===== src/rtl/cnt_job_dispatcher.sv =====
// Job dispatcher for the counter start/done handshake: buffers count jobs in a FIFO,
// launches them one at a time, counts completions and flags hung jobs with a watchdog.
module cnt_job_dispatcher #(
    parameter int unsigned CNT_WIDTH  = 7,
    parameter int unsigned FIFO_DEPTH = 4,
    parameter int unsigned TIMEOUT_W  = 10
) (
    input  logic                 clk,
    input  logic                 rst_n,
    input  logic                 job_valid_i,
    input  logic [CNT_WIDTH-1:0] job_cnt_i,
    output logic                 job_ready_o,
    output logic                 start_o,
    output logic [CNT_WIDTH-1:0] cnt_val_o,
    input  logic                 idle_i,
    input  logic                 run_i,
    input  logic                 done_i,
    input  logic                 clr_i,
    output logic                 busy_o,
    output logic [7:0]           jobs_done_o,
    output logic                 timeout_o
);

    localparam int unsigned AW = $clog2(FIFO_DEPTH);
    localparam int unsigned PW = AW + 1;
    // Watchdog value one short of expiry; the edge leaving it is the timeout edge.
    localparam logic [TIMEOUT_W-1:0] WD_LAST = {{(TIMEOUT_W-1){1'b1}}, 1'b0};

    typedef enum logic [1:0] {
        S_IDLE   = 2'd0,
        S_LAUNCH = 2'd1,
        S_WAIT   = 2'd2
    } state_t;

    state_t               state;
    logic [CNT_WIDTH-1:0] mem [FIFO_DEPTH];
    logic [PW-1:0]        wr_ptr;
    logic [PW-1:0]        rd_ptr;
    logic [TIMEOUT_W-1:0] wd;

    logic [PW-1:0]        fill;
    logic [PW-1:0]        fill_nxt;
    logic [CNT_WIDTH-1:0] head;
    logic                 empty;
    logic                 push;
    logic                 pop;
    logic                 launch;
    logic                 discard;
    logic                 wait_done;
    logic                 expire;
    logic                 active_nxt;

    // run_i is monitoring-only; the wait state relies on done_i alone.
    logic unused_run;
    assign unused_run = run_i;

    // Per-cycle event decode shared by the FIFO and the FSM.
    always_comb begin
        fill       = wr_ptr - rd_ptr;
        empty      = (fill == '0);
        head       = mem[rd_ptr[AW-1:0]];
        push       = job_valid_i && job_ready_o;
        launch     = (state == S_IDLE) && !empty && idle_i && (head != '0);
        discard    = (state == S_IDLE) && !empty && (head == '0);
        pop        = launch || discard;
        wait_done  = (state == S_WAIT) && done_i;
        expire     = (state == S_WAIT) && !done_i && (wd == WD_LAST);
        fill_nxt   = fill + PW'(push) - PW'(pop);
        active_nxt = launch || (state == S_LAUNCH) ||
                     ((state == S_WAIT) && !done_i && !expire);
    end

    // FIFO storage needs no reset; the pointers define what is valid.
    always_ff @(posedge clk) begin
        if (push) begin
            mem[wr_ptr[AW-1:0]] <= job_cnt_i;
        end
    end

    always_ff @(posedge clk or negedge rst_n) begin
        if (!rst_n) begin
            state       <= S_IDLE;
            wr_ptr      <= '0;
            rd_ptr      <= '0;
            wd          <= '0;
            start_o     <= 1'b0;
            cnt_val_o   <= '0;
            jobs_done_o <= '0;
            timeout_o   <= 1'b0;
            busy_o      <= 1'b0;
            job_ready_o <= 1'b1;
        end else begin
            start_o     <= launch;
            busy_o      <= active_nxt || (fill_nxt != '0);
            job_ready_o <= (fill_nxt != PW'(FIFO_DEPTH));

            if (push) begin
                wr_ptr <= wr_ptr + PW'(1);
            end
            if (pop) begin
                rd_ptr <= rd_ptr + PW'(1);
            end
            if (launch) begin
                cnt_val_o <= head;
            end

            case (state)
                S_IDLE: begin
                    if (launch) begin
                        state <= S_LAUNCH;
                    end
                end
                S_LAUNCH: begin
                    wd    <= '0;
                    state <= S_WAIT;
                end
                S_WAIT: begin
                    wd <= wd + TIMEOUT_W'(1);
                    if (wait_done || expire) begin
                        state <= S_IDLE;
                    end
                end
                default: state <= S_IDLE;
            endcase

            // Clear has priority over a same-edge completion or timeout.
            if (clr_i) begin
                jobs_done_o <= '0;
            end else if (wait_done) begin
                jobs_done_o <= jobs_done_o + 8'd1;
            end

            if (clr_i) begin
                timeout_o <= 1'b0;
            end else if (expire) begin
                timeout_o <= 1'b1;
            end
        end
    end

endmodule

===== config.mk =====
export PLATFORM = sky130hd
export DESIGN_NAME = cnt_job_dispatcher
export DESIGN_NICKNAME = d
export VERILOG_FILES = /design/src/rtl/cnt_job_dispatcher.sv
export SDC_FILE = /design/constraint.sdc
export NUM_CORES = 1
export LEC_CHECK = 0
export BUFFER_PORTS_ARGS = -buffer_cell sky130_fd_sc_hd__buf_2
export CORE_ASPECT_RATIO = 0.7
export CORE_MARGIN = 4
export CORE_UTILIZATION = 52
export CTS_CLUSTER_DIAMETER = 50
export DETAILED_ROUTE_END_ITERATION = 8
export PLACE_DENSITY_LB_ADDON = 0.12
export SLEW_MARGIN = 30
export SYNTH_ARGS = -nofsm -noshare
export SYNTH_HDL_FRONTEND = slang
export SYNTH_SLANG_ARGS = --single-unit

===== constraint.sdc =====
create_clock -name clk -period 3.1 [get_ports clk]
set_input_delay 0.155 -clock clk [delete_from_list [all_inputs] [get_ports clk]]
set_output_delay 0.155 -clock clk [all_outputs]
set_load 0.02 [all_outputs]

Yosys cells after proc, flatten, opt, wreduce, memory -nomap -nowiden
Memory sizes are Yosys's and may differ from the RTL's.
Cells that the tools add are included.
{ "classes": {"addsub": 7, "multipliers": 0, "div_mod_pow": 0, "magnitude_cmp": 0, "eq_ne": 6, "shifts": 0, "muxes": 10, "bitwise": 0, "reduce_logical": 26} }
{ "ops": {"columns": ["op", "count"], "rows": [
  ["$pmux W10 S2", 1],
  ["$mux W8", 2],
  ["$add A10 B1 Y10 const B", 1],
  ["$eq A10 B10 Y1 const B", 1],
  ["$logic_and A1 B1 Y1", 9],
  ["$add A8 B1 Y8 const B", 1],
  ["$logic_not A7 Y1", 1],
  ["$reduce_bool A7 Y1", 1],
  ["$add A3 B1 Y3 const B", 2],
  ["$pmux W2 S3", 1],
  ["$reduce_bool A2 Y1", 3],
  ["$logic_or A1 B1 Y1", 5],
  ["$mux W1", 4],
  ["$mux W2", 2],
  ["$add A3 B1 Y3", 1],
  ["$logic_not A1 Y1", 3],
  ["$logic_not A3 Y1", 1],
  ["$ne A3 B3 Y1 const B", 1],
  ["$reduce_bool A3 Y1", 1],
  ["$sub A3 B1 Y3", 1],
  ["$sub A3 B3 Y3", 1],
  ["$eq A2 B1 Y1 const B", 1],
  ["$eq A2 B2 Y1 const B", 1],
  ["$logic_not A2 Y1", 1],
  ["other kinds (3)", 3]
]} }
{ "word_totals": {"register_bits": 37, "latchBits": 0, "ram_bits": 28, "rom_bits": 0, "out_inout_bits": 19, "wordCells": 60, "n_memories": 1} }
{ "memory_table": {"columns": ["memory", "depth", "word_bits", "rd", "rd_clocked_by_memory_dff", "write_ports", "line", "text"], "rows": [
  ["mem", 4, 7, 1, 0, 1, "36", "logic [CNT_WIDTH-1:0] mem [FIFO_DEPTH];"]
]} }

Logic depth before layout (Yosys ltp)
{ "depth": {"word_depth": 10, "ltp_mapped": 13, "ltp_nobuf": 13} }

Worst setup path after synthesis
OpenSTA, ideal clock, no wires.
{ "synth_path": {"path_type": "register to register", "start": "register wr_ptr[0]", "end": "register job_ready_o", "setup_ps": 88, "t_arrival_ps": 3219, "slack_ps": -207, "stages_incl_launch_ff": 14, "path_cell_list": "dfrtp_1 inv_1 ha_1 fa_1 xor3_1 o21a_1 nor2b_4 ha_1 inv_1 ha_1 fa_1 xor2_1 xnor2_1 or3_1"} }
{ "synth_via": {"elab_chain_len": 9, "word_cells_on_any_way": 11, "classes_between": "add/sub: 3; eq/ne: 1; reduce/logical: 7"} }
{ "synth_lines": {"columns": ["item", "line", "text"], "rows": [
  ["start, declared", "37", "logic [PW-1:0] wr_ptr;"],
  ["start signal, assigned", "98", "wr_ptr <= wr_ptr + PW'(1);"],
  ["$sub A3 B3 Y3 (*)", "59", "fill = wr_ptr - rd_ptr;"],
  ["$logic_not A3 Y1 (*)", "60", "empty = (fill == '0);"],
  ["$logic_not A1 Y1 (*)", "63, 64", null],
  ["$logic_and A1 B1 Y1 (*)", "63, 64", null],
  ["$logic_and A1 B1 Y1 (2 in a row)", "63", "launch = (state == S_IDLE) && !empty && idle_i && (head != '0);"],
  ["$logic_or A1 B1 Y1 (*)", "65", "pop = launch || discard;"],
  ["named net pop", "46", "logic pop;"],
  ["$sub A3 B1 Y3 (*)", "68", "fill_nxt = fill + PW'(push) - PW'(pop);"],
  ["$ne A3 B3 Y1 (*)", "95", "job_ready_o <= (fill_nxt != PW'(FIFO_DEPTH));"],
  ["end signal, assigned", "95", null],
  ["end, declared", "12", "output logic job_ready_o,"]
]} }
Mark *: on every way through the listed nets, which the timed path passes. The rest lies on a longest branch.
A chain may end at the register's enable or synchronous reset.

Worst setup path in the final report
{ "layout_path": {"start": "register rd_ptr[0]", "end": "register job_ready_o"} }
{ "layout_via": {"elab_chain_len": 9, "word_cells_on_any_way": 14, "classes_between": "add/sub: 3; eq/ne: 1; reduce/logical: 9; memory: 1"} }
{ "layout_lines": {"columns": ["item", "line", "text"], "rows": [
  ["start, declared", "38", "logic [PW-1:0] rd_ptr;"],
  ["start signal, assigned", "101", "rd_ptr <= rd_ptr + PW'(1);"],
  ["$sub A3 B3 Y3", "59", null],
  ["$logic_not A3 Y1", "60", null],
  ["$logic_not A1 Y1", "63, 64", null],
  ["$logic_and A1 B1 Y1", "63, 64", null],
  ["$logic_and A1 B1 Y1 (2 in a row)", "63", null],
  ["$logic_or A1 B1 Y1 (*)", "65", null],
  ["named net pop", "46", null],
  ["$sub A3 B1 Y3 (*)", "68", null],
  ["$ne A3 B3 Y1 (*)", "95", null]
]} }
Marks and branches as above.

==> metrics.csv <==
metric,value,unit
status,finished clean,
count of cell types in the netlist,44,
synthesized area per cell,14.02,um^2
final count of negative-setup-slack endpoints,0,
Crit Path Category,reg2reg,
fin crit period,3.066,ns
worst r2r path cells,13,
Seq cells post-synth,65,
H-Tree Level Count,3,
Post-synth EDFFs,28,
routed wire length,5121,um
Area Overhead vs Synth,20.96,%
CP startpoint,rd_ptr[0],
Initial Utilization,0.5533,
Num CTS Buffers,9,
num ports,33,
yosys warns,0,
aggregate global routing overflow,0,
Crit. End Element,flip-flop,
wire per inst,14.89,um
Cells after Synth,213,
Required @ worst endpoint,3.36,ns
clock transition at the registers of the reported paths,0.07,ns
R2R Setup Slk,0.03,ns
Die Height,71.40,um
Fillers,418,
Via-to-Cell Ratio,5.099,
FF-to-FF End,job_ready_o,
worst-margin pin slew,0.8115,ns
drc violations,0,
GPL Wtd Cong,0.7799,
Antenna Cells,0,
Post-Syn Nets,243,
WP depth,13,
Die X,98.56,um
Peak VDD IR,0.7805,mV
number of port buffers,31,
largest net degree at the start of global routing,38,
Worst-Skew Late Latency,0.34,ns
max frequency,326.1,MHz
Max stage delay on crit path,0.55,ns
prevailing post-synth register cell,dfrtp_1,
global-route wire length before repair,8742,um
die footprint,0.007037,mm^2
Global Route Usage Sum,0.1598,
cell family with most CP delay,adder cells,
Crit path buffers/inverters,2,
Critical Path AT,3.32,ns
vias,1754,
Hold/Removal Path Class,in2reg,
Max Clock Skew,0.009019,ns
critical-path maximum fanout,5,
power consumption,0.003717,W
violation count after the first detailed-routing iteration,75,
RSZ-0062 raised after global routing,yes,
Post-Synthesis Cell Area,0.002985,mm^2
Startpoint Class,flip-flop,
critical-path cell list,"buf_6, ha_4, fa_2, nand2_2, o21a_1, nor2b_4, ha_4, inv_2, ha_4, fa_2, xor2_1, xnor2_1, or3_1",
Reg-to-Reg Start,rd_ptr[0],
Max clock buf depth,2,
clk root buf,clkbuf_8,
Fin. Hold Viols,0,
vias in the first global route,1786,
Core ar.,0.005395,mm^2
PwrDens,1029,mW/mm^2
layout cells sized above 1,0.3493,
post-route clock period utilization,0.9892,
Final Net Count,297,
post-synthesis sequential area ratio,0.5922,
cell mode on critical path,ha_4,
Critical-path top delay cell,fa_2,
DRT Pass-1 Iters,4,
Pleak,1.564,nW
Antenna Nets Post-Route,0,
Sink Count,65,
MaxCap Viol Count,0,
CTS tree,done,
final slew viol count,0,
fraction of registers with async set/reset,0.5692,
initial antenna violation count,0,
DP Wirelength,3586,um
Post-Route Setup TNS,0,ns
headroom to the max-slew limit,0.4590,
CP endpoint,job_ready_o,
# rows,22,
==> sequential cells by signal (all words and copies together), names as in the netlist <==
register / cells
mem: 28
wd: 10
jobs_done_o: 8
cnt_val_o: 7
rd_ptr: 3
wr_ptr: 3
state: 2
busy_o: 1
job_ready_o: 1
start_o: 1
timeout_o: 1
==> layout by cell type, fill, tap and decap left out, types with 3 or more instances in the layout <==
cell type  Yosys  layout
clkbuf_8       0      12
xor2_1        13      13
nor2_1        18      18
buf_4          0      15
ha_4           0       3
buf_2          0      31
and3_1         5       5
mux2i_1        3       3
nand3_1       10      10
inv_1         10       8
nand4_1        4       4
o21ai_0        3       3
edfxtp_1      28      28
dfrtp_1       36      35
ha_1          14      11
xnor2_1        6       6
inv_2          1       3
nand2_1       11      10
a21oi_1        4       4
mux2_4         6       6
mux4_2         7       7
==> Yosys cell counts (all sizes together), types with 2 or more instances <==
library cell	n	area [um^2]
o21ai	3	15.01
mux2	8	112.6
nand3	10	50.05
nor4	2	27.53
xor2	13	113.9
fa	2	40.04
nor2	18	67.56
and3	5	31.28
dfrtp	36	900.9
xnor2	6	52.55
buf	3	26.27
edfxtp	28	840.8
and4	2	17.52
nor3	2	10.01
nor2b	3	26.27
a21oi	5	28.78
clkbuf	3	11.26
mux4	7	157.7
inv	11	41.29
nand2	11	41.29
mux2i	3	30.03
ha	14	175.2
nand4	4	25.02
==> layer usage <==
| metal | global-route usage | vias up | routed length (um) |
|---|---|---|---|
| met4 | 0.04091 | 0 | 52 |
| met3 | 0.05642 | 7 | 226 |
| met1 | 0.2353 | 854 | 2596 |
| met5 | 0 | - | 0 |
| li1 | - | 865 | - |
| met2 | 0.2270 | 28 | 2245 |
==> power by group <==
part	total, W	switching [W]	internal (W)
Sequential	0.00123	0.000119	0.00111
Combinational	0.00174	0.000796	0.000943
Clock	0.000750	0.000315	0.000436
Total	0.00372	0.00123	0.00249
==> what timing repair did <==
action	in CTS	in global routing
endpoints found under the hold margin	36	0
setup endpoints to repair	2	2
resized for setup	6	5
hold buffers	1	0
pin swaps	3	6
buffers inserted	3	1
==> per-stage QoR <==
step           std cells    util  instance area [um^2]  setup WS [ns]  hold WS, ns
6_report             344  0.6693                  3611        0.03360      0.03144
5_1_grt              344  0.6693                  3611       -0.07648      0.01774
4_1_cts              343  0.6626                  3575       -0.01003      0.02555
3_5_place_dp         323  0.6113                  3298        -0.1046       0.2995
3_3_place_gp         323  0.6113                  3298       -0.04934       0.3033
2_1_floorplan        213       -                  2993        0.02807      -0.1406
==> worst min path at each step <==
stage                       from      endpoint  slack (ns)  cells after the start
floorplan                  rst_n        busy_o       -0.14                      0
global placement           rst_n  cnt_val_o[0]        0.30                      1
detailed placement         rst_n  cnt_val_o[2]        0.30                      1
CTS                 job_cnt_i[4]     mem[0][4]        0.03                      1
global route        job_cnt_i[1]     mem[1][1]        0.02                      1
finish              job_cnt_i[4]     mem[0][4]        0.03                      1
==> worst register-to-register path, delay by kind of cell (launching register included) <==
kind            cells  cell delay (ns)
simple gates        3             0.52
compound gates      1             0.18
flops               1             0.40
fa+ha+maj           5             1.43
buf+inv             2             0.18
xor+xnor            2             0.28
==> cells by family (layout without fill, tap and decap cells) <==
group | Yosys count | after routing | synth area share
adder cells (fa/ha/maj) | 16 | 16 | 0.07209
XOR/XNOR | 20 | 20 | 0.06370
AND/OR/NAND/NOR | 62 | 62 | 0.1111
multiplexers | 18 | 18 | 0.1006
AO/OA/AOI/OAI | 15 | 15 | 0.03395
buffers and inverters | 17 | 76 | 0.02640
flip-flops | 65 | 65 | 0.5922
==> final cells by class <==
cell class	instances	area (um^2)	share of cell area
flip-flops and latches	65	1769	0.4900
multi-input cells	131	1195	0.3309
repair buffers	49	300.3	0.08316
clock buffers	12	165.2	0.04574
well taps	72	90.09	0.02495
clock inverters	4	50.05	0.01386
inverters	11	41.29	0.01143
Power figures use the tool's default switching activity.
